<file path="config.mk">
export PLATFORM = sky130hd
export DESIGN_NAME = mat_vec_sequencer
export DESIGN_NICKNAME = d
export VERILOG_FILES = /design/src/rtl/mat_vec_sequencer.sv
export SDC_FILE = /design/constraint.sdc
export NUM_CORES = 1
export LEC_CHECK = 0
export CORE_MARGIN = 8
export CORE_UTILIZATION = 50
export DETAILED_ROUTE_END_ITERATION = 8
export GPL_TIMING_DRIVEN = 0
export PLACE_DENSITY_LB_ADDON = 0.05
export SYNTH_ARGS = -nofsm -noshare
export SYNTH_HDL_FRONTEND = slang
export SYNTH_SLANG_ARGS = --single-unit
</file>
<file path="constraint.sdc">
create_clock -name clk -period 10.6 [get_ports clk]
set_clock_uncertainty 0.15 [all_clocks]
set_input_delay 2.12 -clock clk [delete_from_list [all_inputs] [get_ports clk]]
set_output_delay 2.12 -clock clk [all_outputs]
set_load 0.02 [all_outputs]
</file>
<file path="src/rtl/mat_vec_sequencer.sv">
// Sequencer for the 8x8 matrix x vector MAC datapath: steers operands into FIFOs and drives skewed reads and MAC enables.
// Optional build macro MAT_VEC_SEQ_TIMEOUT_EN adds a 16-cycle timeout on the wait-for-full phase.
module mat_vec_sequencer #(
  parameter int DEPTH      = 8,
  parameter int ROWS       = 8,
  parameter int DATA_WIDTH = 8
) (
  input  logic                  clk,
  input  logic                  rst_n,
  input  logic                  start,
  output logic                  busy,
  output logic                  done,
  output logic                  err,
  input  logic                  in_valid,
  input  logic [DATA_WIDTH-1:0] in_data,
  output logic                  in_ready,
  output logic [DATA_WIDTH-1:0] fifo_wdata,
  output logic [ROWS-1:0]       a_wren,
  output logic                  b_wren,
  input  logic [ROWS-1:0]       a_full,
  input  logic [ROWS-1:0]       a_empty,
  input  logic                  b_full,
  input  logic                  b_empty,
  output logic [ROWS-1:0]       a_rden,
  output logic                  b_rden,
  output logic [ROWS-1:0]       mac_en,
  output logic                  mac_clr
);

  localparam int TOTAL = DEPTH + ROWS * DEPTH;
  localparam int KW    = $clog2(TOTAL);
  localparam int TLAST = DEPTH + ROWS - 2;
  localparam int TW    = $clog2(TLAST + 1);

  typedef enum logic [2:0] {
    S_IDLE, S_CLR, S_LOAD, S_WAIT_FULL, S_RUN, S_DRAIN, S_DONE
  } state_t;

  state_t          state;
  logic [KW-1:0]   k;
  logic [TW-1:0]   t;
`ifdef MAT_VEC_SEQ_TIMEOUT_EN
  logic [3:0]      wait_cnt;
`endif

  logic            to_b;
  logic [ROWS-1:0] a_sel;
  logic            tgt_full;
  logic            load_xfer;
  logic            drop;

  // Target FIFO for the current word: first DEPTH words are B, then A row-major.
  always_comb begin
    to_b     = (int'(k) < DEPTH);
    a_sel    = '0;
    tgt_full = b_full;
    for (int r = 0; r < ROWS; r++) begin
      if (!to_b && ((int'(k) - DEPTH) / DEPTH == r)) begin
        a_sel[r] = 1'b1;
        tgt_full = a_full[r];
      end
    end
  end

  assign load_xfer  = (state == S_LOAD) && in_valid;
  assign drop       = load_xfer && tgt_full;
  assign b_wren     = load_xfer && to_b && !b_full;
  assign a_wren     = (load_xfer && !tgt_full) ? a_sel : '0;
  assign fifo_wdata = in_data;

  assign in_ready = (state == S_LOAD);
  assign busy     = (state != S_IDLE);
  assign done     = (state == S_DONE);
  assign mac_clr  = (state == S_CLR);

  // Row r lags the B stream by r cycles so it meets B[c] in the shift register.
  always_comb begin
    a_rden = '0;
    b_rden = (state == S_RUN) && (int'(t) < DEPTH);
    for (int r = 0; r < ROWS; r++) begin
      a_rden[r] = (state == S_RUN) && (int'(t) >= r) && (int'(t) < r + DEPTH);
    end
  end

  // mac_en trails a_rden by one cycle because FIFO data appears the cycle after the read.
  always_ff @(posedge clk or negedge rst_n) begin
    if (!rst_n) begin
      mac_en <= '0;
    end else begin
      mac_en <= a_rden;
    end
  end

  always_ff @(posedge clk or negedge rst_n) begin
    if (!rst_n) begin
      state    <= S_IDLE;
      k        <= '0;
      t        <= '0;
      err      <= 1'b0;
`ifdef MAT_VEC_SEQ_TIMEOUT_EN
      wait_cnt <= '0;
`endif
    end else begin
      case (state)
        S_IDLE: begin
          if (start) begin
            state <= S_CLR;
            err   <= 1'b0;
          end
        end
        S_CLR: begin
          state <= S_LOAD;
          k     <= '0;
        end
        S_LOAD: begin
          if (in_valid) begin
            if (drop) err <= 1'b1;
            if (k == KW'(TOTAL - 1)) begin
              state <= S_WAIT_FULL;
`ifdef MAT_VEC_SEQ_TIMEOUT_EN
              wait_cnt <= '0;
`endif
            end else begin
              k <= k + 1'b1;
            end
          end
        end
        S_WAIT_FULL: begin
          if ((&a_full) && b_full) begin
            state <= S_RUN;
            t     <= '0;
          end
`ifdef MAT_VEC_SEQ_TIMEOUT_EN
          else if (wait_cnt == 4'hF) begin
            err   <= 1'b1;
            state <= S_IDLE;
          end else begin
            wait_cnt <= wait_cnt + 1'b1;
          end
`endif
        end
        S_RUN: begin
          if (t == TW'(TLAST)) state <= S_DRAIN;
          else                 t     <= t + 1'b1;
        end
        S_DRAIN: begin
          if ((&a_empty) && b_empty) begin
            state <= S_DONE;
          end else begin
            err   <= 1'b1;
            state <= S_IDLE;
          end
        end
        S_DONE:  state <= S_IDLE;
        default: state <= S_IDLE;
      endcase
    end
  end

endmodule

</file>
; After elaboration in Yosys (flattened, before gate mapping)
; Cells that the tools add are included.
; W data, S select, Z words.
[op_classes]
n_addsub = 4
multipliers = 0
div_mod_pow = 0
magnitude_cmp = 16
n_eq_ne = 24
shift = 0
n_mux = 35
bitwise_logic = 1
reduce_logical = 46
[op_table]
columns = op, count
row1 = $eq A32 B4 Y1 const B, 4
row2 = $eq A32 B3 Y1 const B, 2
row3 = $add A32 B1 Y32, 1
row4 = $eq A32 B2 Y1 const B, 1
row5 = $logic_not A32 Y1, 1
row6 = $lt A4 B4 Y1 const B, 8
row7 = $logic_and A1 B1 Y1, 30
row8 = $mux W1, 20
row9 = $mux W3, 6
row10 = $pmux W3 S6, 1
row11 = $ge A4 B3 Y1 const B, 4
row12 = $reduce_and A8 Y1, 2
row13 = $mux W7, 2
row14 = $pmux W7 S2, 1
row15 = $ne A2 B2 Y1 const B, 6
row16 = $reduce_and A5 Y1, 2
row17 = $eq A3 B3 Y1 const B, 3
row18 = $ge A4 B2 Y1 const B, 2
row19 = $mux W4, 2
row20 = $mux W8, 1
row21 = $pmux W4 S2, 1
row22 = $sub A7 B4 Y8 const B, 1
row23 = $add A7 B1 Y7 const B, 1
row24 = $eq A7 B7 Y1 const B, 1
row25 = 15 further kinds, 23
[word_totals]
register_bits = 23
latch_bits = 0
mem_bits_rw = 0
mem_bits_ro = 0
in_bits = 30
output_inout_bits = 39
mem_count = 0

; Logic depth before layout (Yosys ltp)
; Gate-level depths: netlist (run 1).
[depth]
depth_word = 18
mapped_depth = 16
mapped_depth_nobuf = 13

; Least setup slack after synthesis (run 1)
; Ideal clock, no wire load.
[synth_path]
path_kind = register -> output
startpoint = reg k[3]
endpoint = out a_wren[0]
arrival_ns = 4.764
t_required_ns = 8.330
slack_ns = 3.566
stages_incl_launch_ff = 17
cell_sequence = dfrtp_1 buf_6 inv_1 ha_1 buf_2 nor3b_1 a21boi_0 ha_1 ha_1 buf_1 nand3_1 ha_1 or4b_4 or4_4 a311oi_4 o21ai_0 nor4_1
[synth_between]
elab_chain_cells = 16
elab_cells_between_ends = 33
[synth_rtl]
columns = element, line_no
row1 = from (decl), 40  ; logic [KW-1:0] k;
row2 = from (signal assigned), 124  ; k <= k + 1'b1;
row3 = $sub A7 B4 Y8, 58  ; if (!to_b && ((int'(k) - DEPTH) / DEPTH == r)) begin
row4 = $and A1 B1 Y1 (no line), -
row5 = $add A32 B1 Y32 (no line), -
row6 = $logic_not A32 Y1, 58
row7 = $logic_and A1 B1 Y1, 58
row8 = $mux W1 (8 in series), 58
row9 = $logic_not A1 Y1, 68  ; assign a_wren = (load_xfer && !tgt_full) ? a_sel : '0;
row10 = $logic_and A1 B1 Y1, 68
row11 = $mux W8 *, 68
row12 = to (decl), 18  ; output logic [ROWS-1:0] a_wren,
; Mark *: on every way between the ends. The rest lies on a longest branch, timed or not.

; Final worst setup path (run 1)
[layout_path]
startpoint = reg k[3]
endpoint = out a_wren[2]
; Same word-level chain as after synthesis.

==> results.toml, run 1 <==
[grt]
grt_pass1_wl_um = 8625
grt_max_degree = 24
grt_pass1_vias = 1958
grt.overflow.total = 0
grt_use_total_pct = 16.02
antenna_found_initial = 0

[critical_path]
end_kind = "output port"
cp.required_ps = 8330
critPathKind = "register to output port"
crit_path_max_fanout = 9
start_kind = "register"
cp.arrival_ps = 5870

[clock_tree]
tritoncts = "yes"
holdBufCountCts = 0
clkSlewWorstSetupHoldPaths_ps = 90
clock-sinks = 23
postCtsSetupRepairBufs = 0
cts.repair.resized = 0
cts_made_buffers = 3
clk_latency_ps = 270
htreeDepth = 1
clockBufferDepth = 2
cts-root-buf = "clkbuf_8"

[timing]
fmax_mhz = 122.8
final-hold-violation-count = 0
setup_viol = 0
slew_headroom_pct = 31.13
worst_pin_slew_ps = 1030
finalSetupTns_ps = 0
rsz0062_at_grt = "no"
finalCriticalPeriod_ps = 8142
finalMaxSlewViolations = 0
fin_crit_sh_pct = 76.81

[power_and_ir_drop]
p_int_mw = 0.2756
leakagePower_nw = 1.127
seq_power_share_pct = 24.0
swShare_pct = 46.39
peakVddDrop_mv = 0.1973
clkPwrFrac_pct = 10.9
power_frac_comb_pct = 65.1
p_per_area_mw_per_mm2 = 182.4
power_switching_mw = 0.2385

[floorplanning]
ios = 69
dieWidth_um = 80.94
core_mm2 = 0.004029
fp.dieH_um = 80.94
start_util_pct = 52.33
die-area_mm2 = 0.006550
rows = 23

[layout]
final_core_util_pct = 69.94
final_nets = 354
synthToLayoutAreaGrowth_pct = 33.65
drive_gt1_share_pct = 11.33
num-fill-cells = 360
seq_area_um2 = 575.6
multi_input_area_mm2 = 0.001334
diodes = 0

[run]
maxCapViolCount = 0

[synth]
syn_area_mm2 = 0.002108
synth_top_flop_cell = "dfrtp_1"
mappedNetlistNets = 289
synth-seq-area-share_pct = 27.30
synth-edff-count = 0
ys_ff_latch = 23
synth-async-reset-ratio_pct = 100.0
yosysWarnings = 0
synthDistinctLibCells = 58
synthCells = 245
syn_avg_cell_area_um2 = 8.605

[hold_path]
hp-class = "register to register"

[run_status]
status = "completed"

[routing]
post_drt_wl_per_cell_um = 14.81
via_per_inst = 5.560
first_iter_violations = 78
firstDrtPassIters = 4
route.detailed.drc = 0
ant_nets = 0
via_count = 1996
routed_wl_um = 5316

[place]
gp_congestion = 0.9184
dpl.hpwl_um = 4260
io_buffers = 60
cells in the mapped netlist (2+ instances only):
cell type | n | area (um^2)
or4_1 | 2 | 15.01
xnor2_1 | 6 | 52.55
nand2b_1 | 8 | 50.05
nand3_1 | 10 | 50.05
a2111oi_0 | 4 | 35.03
a21oi_1 | 3 | 15.01
inv_1 | 12 | 45.04
buf_1 | 2 | 7.510
buf_4 | 11 | 82.58
or2_2 | 2 | 12.51
o21bai_1 | 2 | 15.01
a41oi_1 | 2 | 17.52
a21o_1 | 2 | 15.01
clkbuf_1 | 7 | 26.28
xor2_1 | 5 | 43.79
nor3_1 | 6 | 30.03
buf_2 | 3 | 15.01
buf_6 | 2 | 22.52
ha_1 | 14 | 175.2
and2_1 | 2 | 12.51
nor2_1 | 25 | 93.84
dfrtp_1 | 23 | 575.6
mux4_2 | 2 | 45.04
nand4_1 | 4 | 25.02
a2111oi_2 | 2 | 30.03
o21ai_0 | 11 | 55.05
o22ai_1 | 3 | 18.77
or3_1 | 4 | 25.02
nand3b_1 | 2 | 15.01
nor4_1 | 8 | 50.05
nor2b_1 | 4 | 25.02
o21a_1 | 2 | 15.01
nand2_1 | 21 | 78.83
a211oi_1 | 5 | 37.54
flip-flops by register name, summed over array words and instances, names as in the netlist:
register  count
mac_en        8
err           1
state         3
k             7
t             4
cell type report:
cell class                 count  share of cell area (%)
multi-input combinational    185                   47.34
timing repair buffer          60                   21.31
sequential                    23                   20.43
buffer                        25                   5.462
tap                           50                   2.220
inverter                      12                   1.599
clock buffer                   3                   1.465
clock inverter                 1                  0.1776
worst paths after layout:
| path | from | endpoint | slack (ps) | cells past startpoint |
|---|---|---|---|---|
| min reg2reg | k[0] | k[0] | 460 | 2 |
| min | k[0] | k[0] | 460 | 2 |
| max reg2reg | k[3] | err | 5640 | 16 |
| max in group asynchronous | rst_n | k[2] | 7420 | 1 |
| min in group asynchronous | rst_n | err | 2260 | 1 |
| max | k[3] | a_wren[2] | 2460 | 17 |
cell families (layout without fill, tap and decap cells):
| kind of cell | count (synthesis) | count (layout) | synth area share [%] |
|---|---|---|---|
| AOI/OAI and AO/OA | 49 | 49 | 18.75 |
| xor gates and xnor gates | 13 | 13 | 6.765 |
| adders and majority gates | 14 | 14 | 8.309 |
| buffers and inverters | 37 | 101 | 9.436 |
| DFF | 23 | 23 | 27.30 |
| muxes | 3 | 3 | 2.611 |
| and+or+nand+nor | 106 | 106 | 26.82 |
placed cells by master, fill, tap and decap left out, drive strengths merged, types with 4 or more instances in the layout:
| cell type | instances |
|---|---|
| nand3 | 10 |
| ha | 14 |
| a21oi | 4 |
| nor2 | 25 |
| nand2b | 8 |
| inv | 12 |
| dfrtp | 23 |
| a211oi | 5 |
| nor2b | 4 |
| buf | 18 |
| nor4 | 8 |
| clkbuf | 10 |
| nor3 | 7 |
| or3 | 4 |
| xnor2 | 6 |
| o21ai | 11 |
| clkdlybuf4s50 | 60 |
| xor2 | 5 |
| nand2 | 21 |
| nand4 | 4 |
| a2111oi | 6 |
per-layer routing:
layer,share of wire [%],vias to the layer above,wire length [um],track usage (%)
li1,-,997,-,-
met1,45,928,2403,20.47
met2,47,71,2493,27.11
met3,7.9,0,419,4.967
met4,0,0,0,0.8929
met5,0,-,0,0
power groups by stage:
stage          clock network [mW]  registers [mW]  logic (mW)
6_report                   0.0560           0.124       0.334
3_3_place_gp                    0           0.123       0.324
3_5_place_dp                    0           0.125       0.331
4_1_cts                    0.0557           0.123       0.334
5_1_grt                    0.0597           0.127       0.370
2_1_floorplan                   0           0.128       0.230
per-stage QoR:
stage / hold WS [ps] / total power [mW] / worst slack [ps] / area (um^2) / cells
2_1_floorplan: 400.7 / 0.3571 / 3566 / 2108 / 245
3_3_place_gp: 443.1 / 0.4474 / 2819 / 2771 / 355
3_5_place_dp: 452.1 / 0.4559 / 2770 / 2771 / 355
4_1_cts: 467.4 / 0.5129 / 2442 / 2818 / 359
5_1_grt: 517.8 / 0.5563 / 2169 / 2818 / 359
6_report: 459.9 / 0.5141 / 2458 / 2818 / 359
worst max-delay path, stage by stage, from the launching register on:
cell	delay (ps)
dfrtp_1	410
buf_6	150
inv_1	80
ha_1	130
buf_2	180
nor3b_1	710
a21boi_0	260
ha_1	270
ha_1	170
buf_1	320
nand3_1	130
ha_1	290
or4b_4	470
or4_4	530
a311oi_4	340
a21oi_2	120
a2111oi_2	370
clkdlybuf4s50_1	660
(Power assumes the default switching activity.)
==> run 2, diff against run 1 <==
--- a/config.mk
+++ b/config.mk
@@ -6,7 +6,7 @@
 export NUM_CORES = 1
 export LEC_CHECK = 0
 export CORE_MARGIN = 8
-export CORE_UTILIZATION = 50
+export CORE_UTILIZATION = 47
 export DETAILED_ROUTE_END_ITERATION = 8
 export GPL_TIMING_DRIVEN = 0
 export PLACE_DENSITY_LB_ADDON = 0.05
==> constraint.sdc (replaced) <==
create_clock -name clk -period 7.6 [get_ports clk]
set_clock_uncertainty 0.15 [all_clocks]
set_input_delay 1.52 -clock clk [delete_from_list [all_inputs] [get_ports clk]]
set_output_delay 1.52 -clock clk [all_outputs]
set_load 0.02 [all_outputs]
==> results.toml, run 2 (synthesized netlist as in run 1, its figures left out) <==
[critical_path]
cp.arrival_ps = 5400
critical_path.slowest_cell = "clkdlybuf4s50_1"
regToRegSetupSlack_ps = 3160
crit_path_max_fanout = 9
start_kind = "register"
rr_worst_depth = 15
end_kind = "output port"
cp_common_cell = "ha_1"
critPathKind = "register to output port"
cpPeakStageDelay_ps = 670
path_cells = "buf_6 > inv_1 > ha_1 > buf_2 > nor3b_4 > a21boi_0 > ha_1 > ha_1 > nand3_1 > ha_1 > or4b_4 > or4_4 > a311oi_4 > a21oi_2 > a2111oi_2 > clkdlybuf4s50_1"
r2r-start = "k[3]"
crit_path_start = "k[3]"
cp.required_ps = 5930
r2r-end = "err"

[routing]
routed_wl_um = 5279
first_iter_violations = 124
firstDrtPassIters = 5
via_per_inst = 5.619
post_drt_wl_per_cell_um = 14.66
via_count = 2023
ant_nets = 0
route.detailed.drc = 0

[floorplanning]
dieWidth_um = 82.98
rows = 24
fp.dieH_um = 82.98
start_util_pct = 48.76
ios = 69
die-area_mm2 = 0.006885
core_mm2 = 0.004324

[timing]
finalMaxSlewViolations = 0
slew_headroom_pct = 30.77
finalSetupTns_ps = 0
setup_viol = 0
rsz0062_at_grt = "no"
final-hold-violation-count = 0
worst_pin_slew_ps = 1035
fmax_mhz = 141.4
finalCriticalPeriod_ps = 7072
fin_crit_sh_pct = 93.06

[run]
maxCapViolCount = 0

[power_and_ir_drop]
p_per_area_mw_per_mm2 = 251.3
leakagePower_nw = 1.132
peakVddDrop_mv = 0.1856

[layout]
diodes = 0
synthToLayoutAreaGrowth_pct = 34.12
final_nets = 353
seq_area_um2 = 575.6
multi_input_area_mm2 = 0.001345
drive_gt1_share_pct = 11.69
largestRegisters = "mac_en (8), k (7), t (4)"
largest-register = "mac_en"
final_core_util_pct = 65.39
largest_reg_flops = 8
num-fill-cells = 392
mostFrequentLayoutCells = "60 x clkdlybuf4s50_1, 25 x nor2_1, 23 x dfrtp_1, 21 x nand2_1, 14 x ha_1"
mostFrequentLayoutCell = "clkdlybuf4s50_1"

[clock_tree]
tritoncts = "yes"
postCtsSetupRepairBufs = 0
clockBufferDepth = 2
clkSlewWorstSetupHoldPaths_ps = 80
htreeDepth = 1
cts-root-buf = "clkbuf_8"
holdBufCountCts = 0
clock-sinks = 23
cts_made_buffers = 3
clk_latency_ps = 270

[grt]
grt.overflow.total = 0
grt_use_total_pct = 14.87
met3_usage_pct = 4.883
grt_pass1_vias = 2007
grt_max_degree = 24
grt_pass1_wl_um = 8970
grt_use_met2_pct = 23.83
grtUsageMet1_pct = 19.13
antenna_found_initial = 0
grt_busiest_layer = "met2"

[place]
dpl.hpwl_um = 4270
gp_congestion = 0.8679
io_buffers = 60

[hold_path]
hp-class = "register to register"
hold-path-cell-count = 2
hold_start = "t[0]"
hold_end = "t[0]"

[run_status]
status = "completed"
run 2: cell count changes in the layout (fill, tap and decap cells not counted), sizes merged:
cell / change
buf: -1
run 2: power breakdown:
| group | leakage (nW) | internal (mW) | switching (mW) | total [mW] |
|---|---|---|---|---|
| Combinational | 0.796 | 0.200 | 0.263 | 0.463 |
| Sequential | 0.311 | 0.149 | 0.0230 | 0.172 |
| Clock | 0.0255 | 0.0366 | 0.0399 | 0.0765 |
run 2: area by class of cell:
| type | count | area share, % |
|---|---|---|
| inverter | 12 | 1.593 |
| multi-input combinational | 185 | 47.57 |
| sequential | 23 | 20.35 |
| tap | 52 | 2.301 |
| clock buffer | 3 | 1.460 |
| clock inverter | 1 | 0.1770 |
| timing repair buffer | 60 | 21.24 |
| buffer | 24 | 5.310 |
run 2: worst max-delay path by stage:
stage,cells after the start,slack (ps),to
2_1_floorplan,16,1170,a_wren[0]
3_5_place_dp,17,310,a_wren[2]
5_1_grt,16,130,a_wren[2]
4_1_cts,17,280,a_wren[2]
3_3_place_gp,17,420,a_wren[2]
6_report,16,530,a_wren[2]
run 2: what timing repair did:
item | CTS | global route
setup endpoints to repair | 1 | 4
gates cloned | 0 | 0
resized for setup | 1 | 1
run 2: worst max-delay path: cells and delay by family (launching register included):
family / cells / cell delay, ps
fa+ha+maj: 4 / 1060
buf+inv: 4 / 1080
simple gates: 4 / 1500
compound gates: 4 / 1100
flops: 1 / 400
run 2: layer usage:
layer / part of all wire [%] / up-vias / wire length (um)
met5: 0 / - / 0
met4: 0.81 / 0 / 43
met3: 6.1 / 7 / 322
met2: 45 / 66 / 2378
met1: 48 / 952 / 2535
li1: - / 998 / -
run 2: metrics by stage:
stage / total power [mW] / instances / area, um^2 / hold WS [ps] / worst slack (ps)
floorplan: 0.4981 / 245 / 2108 / 400.7 / 1166
global placement: 0.6247 / 357 / 2774 / 445.6 / 417.3
detailed placement: 0.6353 / 357 / 2774 / 456.0 / 308.0
CTS: 0.7164 / 361 / 2825 / 474.2 / 284.2
global route: 0.7794 / 360 / 2828 / 493.0 / 128.2
finish: 0.7107 / 360 / 2828 / 474.5 / 527.7
==> run 3, diff against run 2 <==
--- a/config.mk
+++ b/config.mk
@@ -5,7 +5,7 @@
 export SDC_FILE = /design/constraint.sdc
 export NUM_CORES = 1
 export LEC_CHECK = 0
-export CORE_MARGIN = 8
+export CORE_MARGIN = 1.5
 export CORE_UTILIZATION = 47
 export DETAILED_ROUTE_END_ITERATION = 8
 export GPL_TIMING_DRIVEN = 0
==> results.toml, run 3 (synthesized netlist as in run 1, its figures left out) <==
[place]
dpl.hpwl_um = 3836
dpl_worst_slack_ps = 312.0
gp_congestion = 0.8751
io_buffers = 60
dp_cells = 357

[grt]
grt_pass1_wl_um = 8079
grt_max_degree = 24
grt.overflow.total = 0
grt_pass1_vias = 1812
antenna_found_initial = 0
grt_use_total_pct = 19.64

[layout]
largestRegisters = "mac_en (8), k (7), t (4)"
mostFrequentLayoutCells = "60 x clkdlybuf4s50_1, 25 x nor2_1, 23 x dfrtp_1, 21 x nand2_1, 14 x ha_1"
multi_input_area_mm2 = 0.001345
final_cell_count_no_fill = 361
diodes = 0
drive_gt1_share_pct = 11.65
synthToLayoutAreaGrowth_pct = 34.30
largest-register = "mac_en"
largest_reg_flops = 8
final_nets = 354
mostFrequentLayoutCell = "clkdlybuf4s50_1"
seq_area_um2 = 575.6
num-fill-cells = 382

[routing]
via_count = 1991
firstDrtPassIters = 6
post_drt_wl_per_cell_um = 13.32
routed_wl_um = 4808
first_iter_violations = 122
via_per_inst = 5.515
route.detailed.drc = 0
ant_nets = 0

[critical_path]
critical_path.slowest_cell = "clkdlybuf4s50_1"
cpPeakStageDelay_ps = 660
cp_common_cell = "ha_1"
cp.depth = 17
critPathKind = "register to output port"
critPathTopFamily = "simple AND/OR/NAND/NOR gates"
path_cells = "buf_6 > inv_1 > ha_1 > buf_2 > nor3b_4 > a21boi_0 > ha_1 > ha_1 > buf_1 > nand3_1 > ha_1 > or4b_4 > or4_4 > a311oi_4 > a21oi_2 > a2111oi_2 > clkdlybuf4s50_1"
end_kind = "output port"
cp.required_ps = 5930
rr_worst_depth = 16
cp.arrival_ps = 5500
worst-path-buf-inv = 5
crit_path_max_fanout = 9
regToRegSetupSlack_ps = 3020
start_kind = "register"

[clock_tree]
clk_latency_ps = 260
cts_made_buffers = 3
htreeDepth = 1
tritoncts = "yes"
clock-sinks = 23
cts-root-buf = "clkbuf_8"
clkSlewWorstSetupHoldPaths_ps = 90
holdBufCountCts = 0
clockBufferDepth = 2

[run]
maxCapViolCount = 0

[power_and_ir_drop]
p_per_area_mw_per_mm2 = 249.9
peakVddDrop_mv = 0.1772
leakagePower_nw = 1.134
fin_total_pwr_mw = 0.7075

[floorplanning]
dieWidth_um = 69.98
die-area_mm2 = 0.004897
ios = 69
fp.dieH_um = 69.98
core_mm2 = 0.004324
start_util_pct = 48.76
rows = 24

[hold_path]
hold-path-cell-count = 2
hp-class = "register to register"

[timing]
setup_viol = 0
finalSetupTns_ps = 0
setup_slack_ps = 429.2
finalCriticalPeriod_ps = 7171
final-hold-violation-count = 0
finalMaxSlewViolations = 0
fin_crit_sh_pct = 94.35
rsz0062_at_grt = "no"
worst_pin_slew_ps = 1007
fmax_mhz = 139.5
slew_headroom_pct = 32.68

[run_status]
status = "completed"
-- run 3: worst paths after layout --
check / from / to
max in group asynchronous: rst_n / mac_en[7]
hold reg to reg: k[0] / k[0]
setup / recovery: k[3] / a_wren[2]
hold / removal: k[0] / k[0]
setup reg to reg: k[3] / err
min in group asynchronous: rst_n / t[0]
-- run 3: per-layer routing --
layer	vias to the layer above	GRT usage, %	wire length [um]
li1	1005	-	-
met1	931	28.75	2405
met2	53	31.85	2162
met3	2	3.608	225
met4	0	1.068	15
met5	-	0	0
-- run 3: per-stage QoR --
| step | area, um^2 | hold WS, ps | utilization, % |
|---|---|---|---|
| after floorplan | 2108 | 400.7 | - |
| after global placement | 2774 | 442.5 | 64.15 |
| after detailed placement | 2774 | 460.8 | 64.15 |
| after CTS | 2825 | 478.2 | 65.34 |
| after global routing | 2831 | 513.9 | 65.48 |
| final | 2831 | 469.1 | 65.48 |
-- run 3: cell type report --
type,count,area share (%)
inverters,12,1.591
flip-flops and latches,23,20.33
clock inverters,1,0.1768
plain buffers,25,5.435
repair buffers,60,21.21
clock buffers,3,1.458
multi-input cells,185,47.50
well taps,52,2.298
-- run 3: power breakdown --
part           switching [mW]  internal, mW
registers              0.0231         0.149
logic                   0.260         0.199
clock network          0.0400        0.0366
total                   0.323         0.384
-- run 3: tightest hold or removal path, cell delays in order, from the launching register on --
cell and delay [ps]:
dfrtp_1 420, inv_1 80, o21ai_0 80
-- run 3: repair_timing --
action                     CTS  global route
setup endpoints to repair    1             2
setup buffers                0             0
resized for setup            1             1
